`src/rtl/mio_pkg.sv`:
```
// mio_pkg: address map, register offsets and timer control bits shared by the MIO bus.
package mio_pkg;
    localparam logic [31:0] VRAM_BASE = 32'hC000_0000;
    localparam logic [31:0] VRAM_LIMIT = 32'hDFFF_FFFF;
    localparam logic [31:0] IO_BASE = 32'hA000_0000;
    localparam logic [31:0] IO_LIMIT = 32'hBFFF_FFFF;
    localparam logic [31:0] SEG_BASE = 32'h0000_7F10;
    localparam logic [31:0] SEG_LIMIT = 32'h0000_7F1F;
    localparam logic [31:0] ROM_LIMIT = 32'h0000_07FF;
    localparam logic [31:0] RAM_BASE = 32'h0000_0800;
    localparam logic [31:0] RAM_LIMIT = 32'h0000_0FFF;
    localparam logic [31:0] OFF_CURSOR_ROW = 32'h00;
    localparam logic [31:0] OFF_CURSOR_COL = 32'h04;
    localparam logic [31:0] OFF_KBD_F0 = 32'h08;
    localparam logic [31:0] OFF_STATUS = 32'h0C;
    localparam logic [31:0] OFF_TMR0 = 32'h10;
    localparam logic [31:0] TMR_STRIDE = 32'd16;
    localparam logic [31:0] TMR_LOAD = 32'h0;
    localparam logic [31:0] TMR_COUNT = 32'h4;
    localparam logic [31:0] TMR_CTRL = 32'h8;
    localparam int CTRL_EN = 0;
    localparam int CTRL_AUTO = 1;
    localparam int CTRL_IE = 2;
endpackage

```
`src/rtl/mio_timer.sv`:
```
// mio_timer: one down-counting timer channel with reload, auto-reload and expiry pulse.
module mio_timer
    import mio_pkg::*;
#(
    parameter int TIMER_W = 32
) (
    input  logic               clk,
    input  logic               rst,
    input  logic               load_we,
    input  logic [TIMER_W-1:0] load_d,
    input  logic               ctrl_we,
    input  logic [2:0]         ctrl_d,
    output logic [TIMER_W-1:0] count,
    output logic [TIMER_W-1:0] load,
    output logic [2:0]         ctrl,
    output logic               expire
);
    logic [TIMER_W-1:0] count_q, load_q;
    logic [2:0] ctrl_q;
    // Any register write to this channel suppresses decrement and expiry for that cycle.
    assign expire = ctrl_q[CTRL_EN] && count_q == '0 && !load_we && !ctrl_we;
    assign count = count_q;
    assign load = load_q;
    assign ctrl = ctrl_q;
    always_ff @(posedge clk) begin
        if (rst) begin
            count_q <= '0;
            load_q <= '0;
            ctrl_q <= '0;
        end else if (load_we) begin
            load_q <= load_d;
            count_q <= load_d;
        end else if (ctrl_we) begin
            ctrl_q <= ctrl_d;
            if (ctrl_d[CTRL_EN] && count_q == '0) count_q <= load_q;
        end else if (expire) begin
            if (ctrl_q[CTRL_AUTO]) count_q <= load_q;
            else ctrl_q[CTRL_EN] <= 1'b0;
        end else if (ctrl_q[CTRL_EN]) begin
            count_q <= count_q - TIMER_W'(1);
        end
    end
endmodule

```
`src/rtl/mio_timer_bus.sv`:
```
// mio_timer_bus: CPU memory-mapped I/O decoder with cursor/keyboard/status registers and timers.
module mio_timer_bus
    import mio_pkg::*;
#(
    parameter int          N_TIMERS = 2,
    parameter int          TIMER_W = 32,
    parameter int          RAM_AW = 6,
    parameter logic [31:0] REG_BASE = 32'h0000_1000
) (
    input  logic              clk,
    input  logic              rst,
    input  logic [31:0]       mem_a,
    input  logic [31:0]       d_t_mem,
    output logic [31:0]       d_f_mem,
    input  logic              wmem,
    input  logic              rmem,
    output logic [31:0]       vga_a,
    output logic [31:0]       d_t_vga,
    input  logic [6:0]        d_f_vga,
    output logic              wvram,
    output logic              rvram,
    output logic              io_rdn,
    input  logic              ready,
    input  logic [7:0]        key_data,
    input  logic [31:0]       d_f_seg,
    output logic [31:0]       d_t_seg,
    output logic              wseg,
    output logic [31:0]       rom_a,
    input  logic [31:0]       d_f_rom,
    output logic [RAM_AW-1:0] ram_a,
    input  logic [31:0]       d_f_ram,
    output logic              wram,
    output logic [31:0]       d_t_ram,
    output logic              irq
);
    localparam logic [31:0] REG_LIMIT = REG_BASE + OFF_TMR0 + 32'(TMR_STRIDE * N_TIMERS) - 32'd1;
    logic hit_vram, hit_io, hit_seg, hit_rom, hit_ram, hit_reg, is_tmr, w_reg, irq_q;
    logic [29:0] offw, toffw;
    logic [27:0] tidx;
    logic [1:0] tsub;
    logic [31:0] row_q, col_q, f0_q, reg_rd;
    logic [N_TIMERS-1:0] flag_q, flag_d, w1c, load_we, ctrl_we, expire, ie;
    logic [TIMER_W-1:0] count [N_TIMERS];
    logic [TIMER_W-1:0] load [N_TIMERS];
    logic [2:0] ctrl [N_TIMERS];
    assign hit_vram = mem_a >= VRAM_BASE && mem_a <= VRAM_LIMIT;
    assign hit_io = mem_a >= IO_BASE && mem_a <= IO_LIMIT;
    assign hit_seg = mem_a >= SEG_BASE && mem_a <= SEG_LIMIT;
    assign hit_rom = mem_a <= ROM_LIMIT;
    assign hit_ram = mem_a >= RAM_BASE && mem_a <= RAM_LIMIT;
    assign hit_reg = !(hit_vram || hit_io || hit_seg || hit_rom || hit_ram) &&
                     mem_a >= REG_BASE && mem_a <= REG_LIMIT;
    // Word offsets into the register block; each timer occupies four words.
    assign offw = mem_a[31:2] - REG_BASE[31:2];
    assign toffw = offw - OFF_TMR0[31:2];
    assign tidx = toffw[29:2];
    assign tsub = toffw[1:0];
    assign is_tmr = hit_reg && offw >= OFF_TMR0[31:2];
    assign w_reg = wmem && hit_reg;
    assign vga_a = mem_a;
    assign d_t_vga = d_t_mem;
    assign wvram = wmem && hit_vram;
    assign rvram = rmem && hit_vram;
    assign io_rdn = !(rmem && hit_io);
    assign d_t_seg = d_t_mem;
    assign wseg = wmem && hit_seg;
    assign rom_a = mem_a;
    assign ram_a = mem_a[RAM_AW+1:2];
    assign wram = wmem && hit_ram;
    assign d_t_ram = d_t_mem;
    assign irq = irq_q;
    assign d_f_mem = hit_vram ? {25'h0, d_f_vga} :
                     hit_io   ? {23'h0, ready, key_data} :
                     hit_seg  ? d_f_seg :
                     hit_rom  ? d_f_rom :
                     hit_ram  ? d_f_ram :
                     hit_reg  ? reg_rd : '0;
    always_comb begin
        reg_rd = offw == OFF_CURSOR_ROW[31:2] ? row_q :
                 offw == OFF_CURSOR_COL[31:2] ? col_q :
                 offw == OFF_KBD_F0[31:2]     ? f0_q :
                 offw == OFF_STATUS[31:2]     ? 32'(flag_q) : '0;
        for (int i = 0; i < N_TIMERS; i++)
            if (is_tmr && tidx == 28'(i))
                reg_rd = tsub == TMR_LOAD[3:2]  ? 32'(load[i]) :
                         tsub == TMR_COUNT[3:2] ? 32'(count[i]) :
                         tsub == TMR_CTRL[3:2]  ? 32'(ctrl[i]) : '0;
    end
    for (genvar g = 0; g < N_TIMERS; g++) begin : g_tmr
        assign ie[g] = ctrl[g][CTRL_IE];
        assign load_we[g] = wmem && is_tmr && tidx == 28'(g) && tsub == TMR_LOAD[3:2];
        assign ctrl_we[g] = wmem && is_tmr && tidx == 28'(g) && tsub == TMR_CTRL[3:2];
        mio_timer #(.TIMER_W(TIMER_W)) u_tmr (
            .clk    (clk),
            .rst    (rst),
            .load_we(load_we[g]),
            .load_d (d_t_mem[TIMER_W-1:0]),
            .ctrl_we(ctrl_we[g]),
            .ctrl_d (d_t_mem[2:0]),
            .count  (count[g]),
            .load   (load[g]),
            .ctrl   (ctrl[g]),
            .expire (expire[g])
        );
    end
    // A flag set by expiry wins over a same-cycle write-one-to-clear.
    assign w1c = (w_reg && offw == OFF_STATUS[31:2]) ? d_t_mem[N_TIMERS-1:0] : '0;
    assign flag_d = (flag_q & ~w1c) | expire;
    always_ff @(posedge clk) begin
        if (rst) begin
            row_q <= '0;
            col_q <= '0;
            f0_q <= '0;
            flag_q <= '0;
            irq_q <= 1'b0;
        end else begin
            if (w_reg && offw == OFF_CURSOR_ROW[31:2]) row_q <= d_t_mem;
            if (w_reg && offw == OFF_CURSOR_COL[31:2]) col_q <= d_t_mem;
            if (w_reg && offw == OFF_KBD_F0[31:2]) f0_q <= d_t_mem;
            flag_q <= flag_d;
            irq_q <= |(flag_q & ie);
        end
    end
endmodule

```
`config.mk`:
```
export PLATFORM = sky130hd
export DESIGN_NAME = mio_timer_bus
export DESIGN_NICKNAME = d
export VERILOG_FILES = /design/src/rtl/mio_pkg.sv /design/src/rtl/mio_timer.sv /design/src/rtl/mio_timer_bus.sv
export SDC_FILE = /design/constraint.sdc
export NUM_CORES = 1
export LEC_CHECK = 0
export BUFFER_PORTS_ARGS = -buffer_cell sky130_fd_sc_hd__buf_4
export CAP_MARGIN = 20
export CORE_UTILIZATION = 45
export CTS_BUF_LIST = sky130_fd_sc_hd__clkbuf_4 sky130_fd_sc_hd__clkbuf_8 sky130_fd_sc_hd__clkbuf_16
export DETAILED_ROUTE_END_ITERATION = 16
export PLACE_DENSITY = 0.69
export SLEW_MARGIN = 0
export SYNTH_ARGS = -nofsm -noshare
export SYNTH_HDL_FRONTEND = slang
export SYNTH_SLANG_ARGS = --single-unit
```
`constraint.sdc`:
```
create_clock -name clk -period 8.9 [get_ports clk]
set_clock_uncertainty 0.2 [all_clocks]
set_input_delay 1.78 -clock clk [delete_from_list [all_inputs] [get_ports clk]]
set_output_delay 1.78 -clock clk [all_outputs]
set_load 0.01 [all_outputs]
```
==> results by group <==
Placed design
  – Weighted congestion at the end of routability-driven global placement: 0.9247
  – Area after detailed placement: 17420 um^2
  – Number of I/O port buffers: 383
  – DP Wirelength: 43.00 mm

Clock network
  – CTS hold repair buffers: 0
  – Quantity of gates resized following cts: 0
  – H-Tree Depth: 1
  – Setup fix buffers added after clock tree synthesis: 0
  – Total number of clock tree sinks: 233
  – Clock latency on the worst-skew pair: 550 ps
  – Num CTS Buffers: 26
  – Largest buffer count on any clock path: 3
  – TritonCTS clock tree: yes
  – Clock tree root buffer cell: sky130_fd_sc_hd__clkbuf_16
  – Clock slew seen by the registers of the worst setup and hold paths: 60 ps

Setup path
  – FF-to-FF path depth: 9
  – Category of the worst setup path capture point: output port
  – Category of the critical setup timing path: input pin to output port
  – R2R Path Start: g_tmr[1].u_tmr.count[0]$_SDFFE_PP0P_
  – Required time at the worst-slack endpoint: 6920 ps
  – Arrival time at the worst endpoint: 5600 ps
  – Flop2flop setup slack: 4680 ps
  – Startpoint type of the worst setup path: input pin
  – Endpoint of the most critical register-to-register path: g_tmr[1].u_tmr.count[0]$_SDFFE_PP0P_
  – Highest net fanout along the worst path: 25

Timing
  – Clock period minus worst slack: 7583 ps
  – Ratio of final minimum period to clock period: 0.8521
  – Fmax: 131.9 MHz
  – Number of failing setup endpoints in the final timing report: 0
  – Slew @ Worst Pin: 1158 ps
  – Max-slew headroom: 0.2282
  – Hold Violations, Final: 0
  – Pins over their slew limit: 0
  – Total negative setup slack: 0 ps
  – Final-layout worst hold slack: 251.4 ps
  – Setup repair after global routing missed its margin: no

Hold path
  – Worst Hold Class: flop to flop
  – Hold path startpoint: col_q[0]$_SDFFE_PP0P_
  – Worst hold path endpoint: col_q[0]$_SDFFE_PP0P_
  – Hold path depth: 2

Routing
  – Length of the first detailed-routing pass in iterations: 6
  – Count of vias placed by the detailed router: 16320
  – Routed via count divided by cell count: 6.118
  – Average wire per cell in the routed design: 23.22 um
  – DRT iter0 DRCs: 1641
  – Total wire length after detailed routing: 61.94 mm
  – DRT antenna net count: 0
  – Post-detailed-route DRC marker count: 0

Yosys
  – Netlist Area Pre-Place: 15560 um^2
  – YS warnings: 0
  – Net count of the mapped netlist: 2259
  – Most used flip-flop cell after synthesis: sky130_fd_sc_hd__dfxtp_1
  – Count of cell types in the netlist: 77
  – Number of flip-flops and latches in the synthesized netlist: 233
  – Avg Inst Size Synth: 7.507 um^2
  – Post-synthesis sequential area ratio: 0.2998
  – Number of enable-type register cells in the synthesized netlist: 0
  – Synthesized instance count: 2073
  – Async S/R FF share, synth: 0

Die
  – DIE WIDTH: 188.0 um
  – Die ar.: 35330 um^2
  – Total I/O pin count: 384
  – Placeable core region: 33780 um^2
  – Number of core rows: 67
  – Height of the chip: 188.0 um
  – Starting density of the core: 0.4606

Global route
  – Global-route wire length before repair: 92.94 mm
  – Global router's overall resource usage: 0.3382
  – Initial antenna violation count: 0
  – GRT Residual Overflow: 0
  – Maximum number of pins on one net before global-route repair: 105
  – Number of global-route vias before repair: 15380

Run
  – Max-cap violations: 0

Power and ir drop
  – VDD IR max: 0.0001320 V
  – Leak pwr: 7.609 nW
  – Power density over the cells: 134.7 nW/um^2

Layout
  – Fraction of final layout cells with drive strength greater than 1: 0.2271
  – Number of inserted filler cells in the final layout: 3197
  – Number of diodes added for antenna fixing: 0
  – Total number of nets in the final design: 2386
  – Post-route cell area: 18330 um^2
  – Area grow syn2layout: 17.81%

Run status
  – Run status: finished clean
==> per-stage QoR <==
step                        util  power (mW)  setup slack (ps)  std cells
after CTS                 0.5423       2.473              1369       2666
after global placement    0.5156       1.356              1527       2619
after floorplan                -       1.219              2427       2073
after detailed placement  0.5156       1.356              1391       2619
after global routing      0.5426       2.533             991.0       2667
final                     0.5426       2.470              1317       2667
==> state kept, by name, indices dropped and copies added (netlist names) <==
register           flops
g_tmr.u_tmr.count     64
g_tmr.u_tmr.load      64
irq                    1
g_tmr.u_tmr.ctrl       6
flag_q                 2
row_q                 32
f0_q                  32
col_q                 32
==> power by group <==
part            switching (mW)  internal (mW)
logic                    0.166          0.127
clock network            0.450          0.684
registers      0.0000000000173           1.04
total                    0.616           1.85
==> cells by family after synthesis <==
logic type,share of synthesized area
XOR/XNOR,0.02308
flip-flops,0.2998
AND/OR/NAND/NOR,0.1984
adder cells (fa/ha/maj),0.004824
multiplexers,0.1149
AO/OA/AOI/OAI,0.2260
buffers and inverters,0.1330
==> area by class of cell <==
type                    count  area, um^2  area share
inverters                  55       206.4     0.01126
clock buffers              37       764.5     0.04170
clock inverters            10       136.4    0.007439
well taps                 448       560.5     0.03058
multi-input cells        1470        8885      0.4846
repair buffers            414        3115      0.1699
flip-flops and latches    233        4664      0.2544
==> how the worst max path moves through the flow <==
stage / startpoint / end / cells after the start
floorplan: mem_a[13] / d_f_mem[2] / 14
detailed placement: mem_a[21] / d_f_mem[24] / 12
global route: mem_a[21] / d_f_mem[12] / 12
finish: mem_a[21] / d_f_mem[24] / 12
global placement: mem_a[21] / d_f_mem[12] / 12
CTS: mem_a[21] / d_f_mem[24] / 12
==> placed cells by master (no fill, tap or decap), types with 31 or more instances in the layout <==
master and instances:
sky130_fd_sc_hd__mux2i_1 164, sky130_fd_sc_hd__buf_4 412, sky130_fd_sc_hd__o21ai_0 101, sky130_fd_sc_hd__nor2_1 182, sky130_fd_sc_hd__a21oi_1 202, sky130_fd_sc_hd__a221oi_1 31, sky130_fd_sc_hd__nor3_1 45, sky130_fd_sc_hd__nand2_1 293
sky130_fd_sc_hd__inv_1 55, sky130_fd_sc_hd__dfxtp_1 233
==> synth_stat cells, drive strengths merged, types with 3 or more instances <==
| cell | count | area, um^2 |
|---|---|---|
| xnor2 | 18 | 157.7 |
| a21o | 14 | 105.1 |
| a22oi | 3 | 22.52 |
| a222oi | 5 | 50.05 |
| and4 | 3 | 26.28 |
| nor2b | 5 | 31.28 |
| a221oi | 33 | 301.5 |
| nand2b | 5 | 31.28 |
| or4 | 11 | 86.33 |
| and2 | 8 | 50.05 |
| clkbuf | 108 | 405.4 |
| nand2 | 294 | 1106 |
| or3 | 23 | 143.9 |
| inv | 55 | 206.5 |
| or4b | 3 | 30.03 |
| or2 | 7 | 43.80 |
| o21a | 28 | 210.2 |
| a32o | 3 | 30.03 |
| o31ai | 8 | 60.06 |
| a21oi | 204 | 1032 |
| nor3b | 3 | 22.52 |
| a2111oi | 5 | 43.79 |
| nor3 | 48 | 245.2 |
| o21ai | 122 | 610.6 |
| dfxtp | 233 | 4664 |
| nand4 | 15 | 93.84 |
| a311oi | 8 | 70.07 |
| buf | 207 | 1458 |
| a21boi | 22 | 165.2 |
| mux2 | 9 | 101.4 |
| xor2 | 23 | 201.4 |
| ha | 6 | 75.07 |
| mux2i | 164 | 1642 |
| a31oi | 14 | 87.58 |
| and3 | 12 | 75.07 |
| nor2 | 184 | 690.7 |
| nand3 | 28 | 140.1 |
| o32ai | 10 | 95.10 |
| o22ai | 28 | 175.2 |
| o211ai | 21 | 157.7 |
| a211oi | 19 | 142.6 |
| nand4b | 3 | 26.28 |
| nor4b | 3 | 26.28 |
| nor4 | 21 | 143.9 |
==> routing by layer <==
layer / global-route usage / routed length [um] / part of all wire
met4: 0.1567 / 3002 / 0.048
met2: 0.5677 / 28890 / 0.47
met3: 0.05390 / 5475 / 0.088
met1: 0.4233 / 24560 / 0.40
met5: 0 / 0 / 0
==> critical path, stage by stage <==
cell and delay [ps]:
sky130_fd_sc_hd__buf_4 130, sky130_fd_sc_hd__nor4_1 530, sky130_fd_sc_hd__nand3_1 390, sky130_fd_sc_hd__nor2_1 350, sky130_fd_sc_hd__nand2_1 410, sky130_fd_sc_hd__nor3_4 260, sky130_fd_sc_hd__buf_4 420, sky130_fd_sc_hd__nand2_1 380
sky130_fd_sc_hd__buf_4 340, sky130_fd_sc_hd__o21a_1 210, sky130_fd_sc_hd__o21ai_0 200, sky130_fd_sc_hd__buf_4 160
No activity file was read; power rests on OpenSTA's default activity.
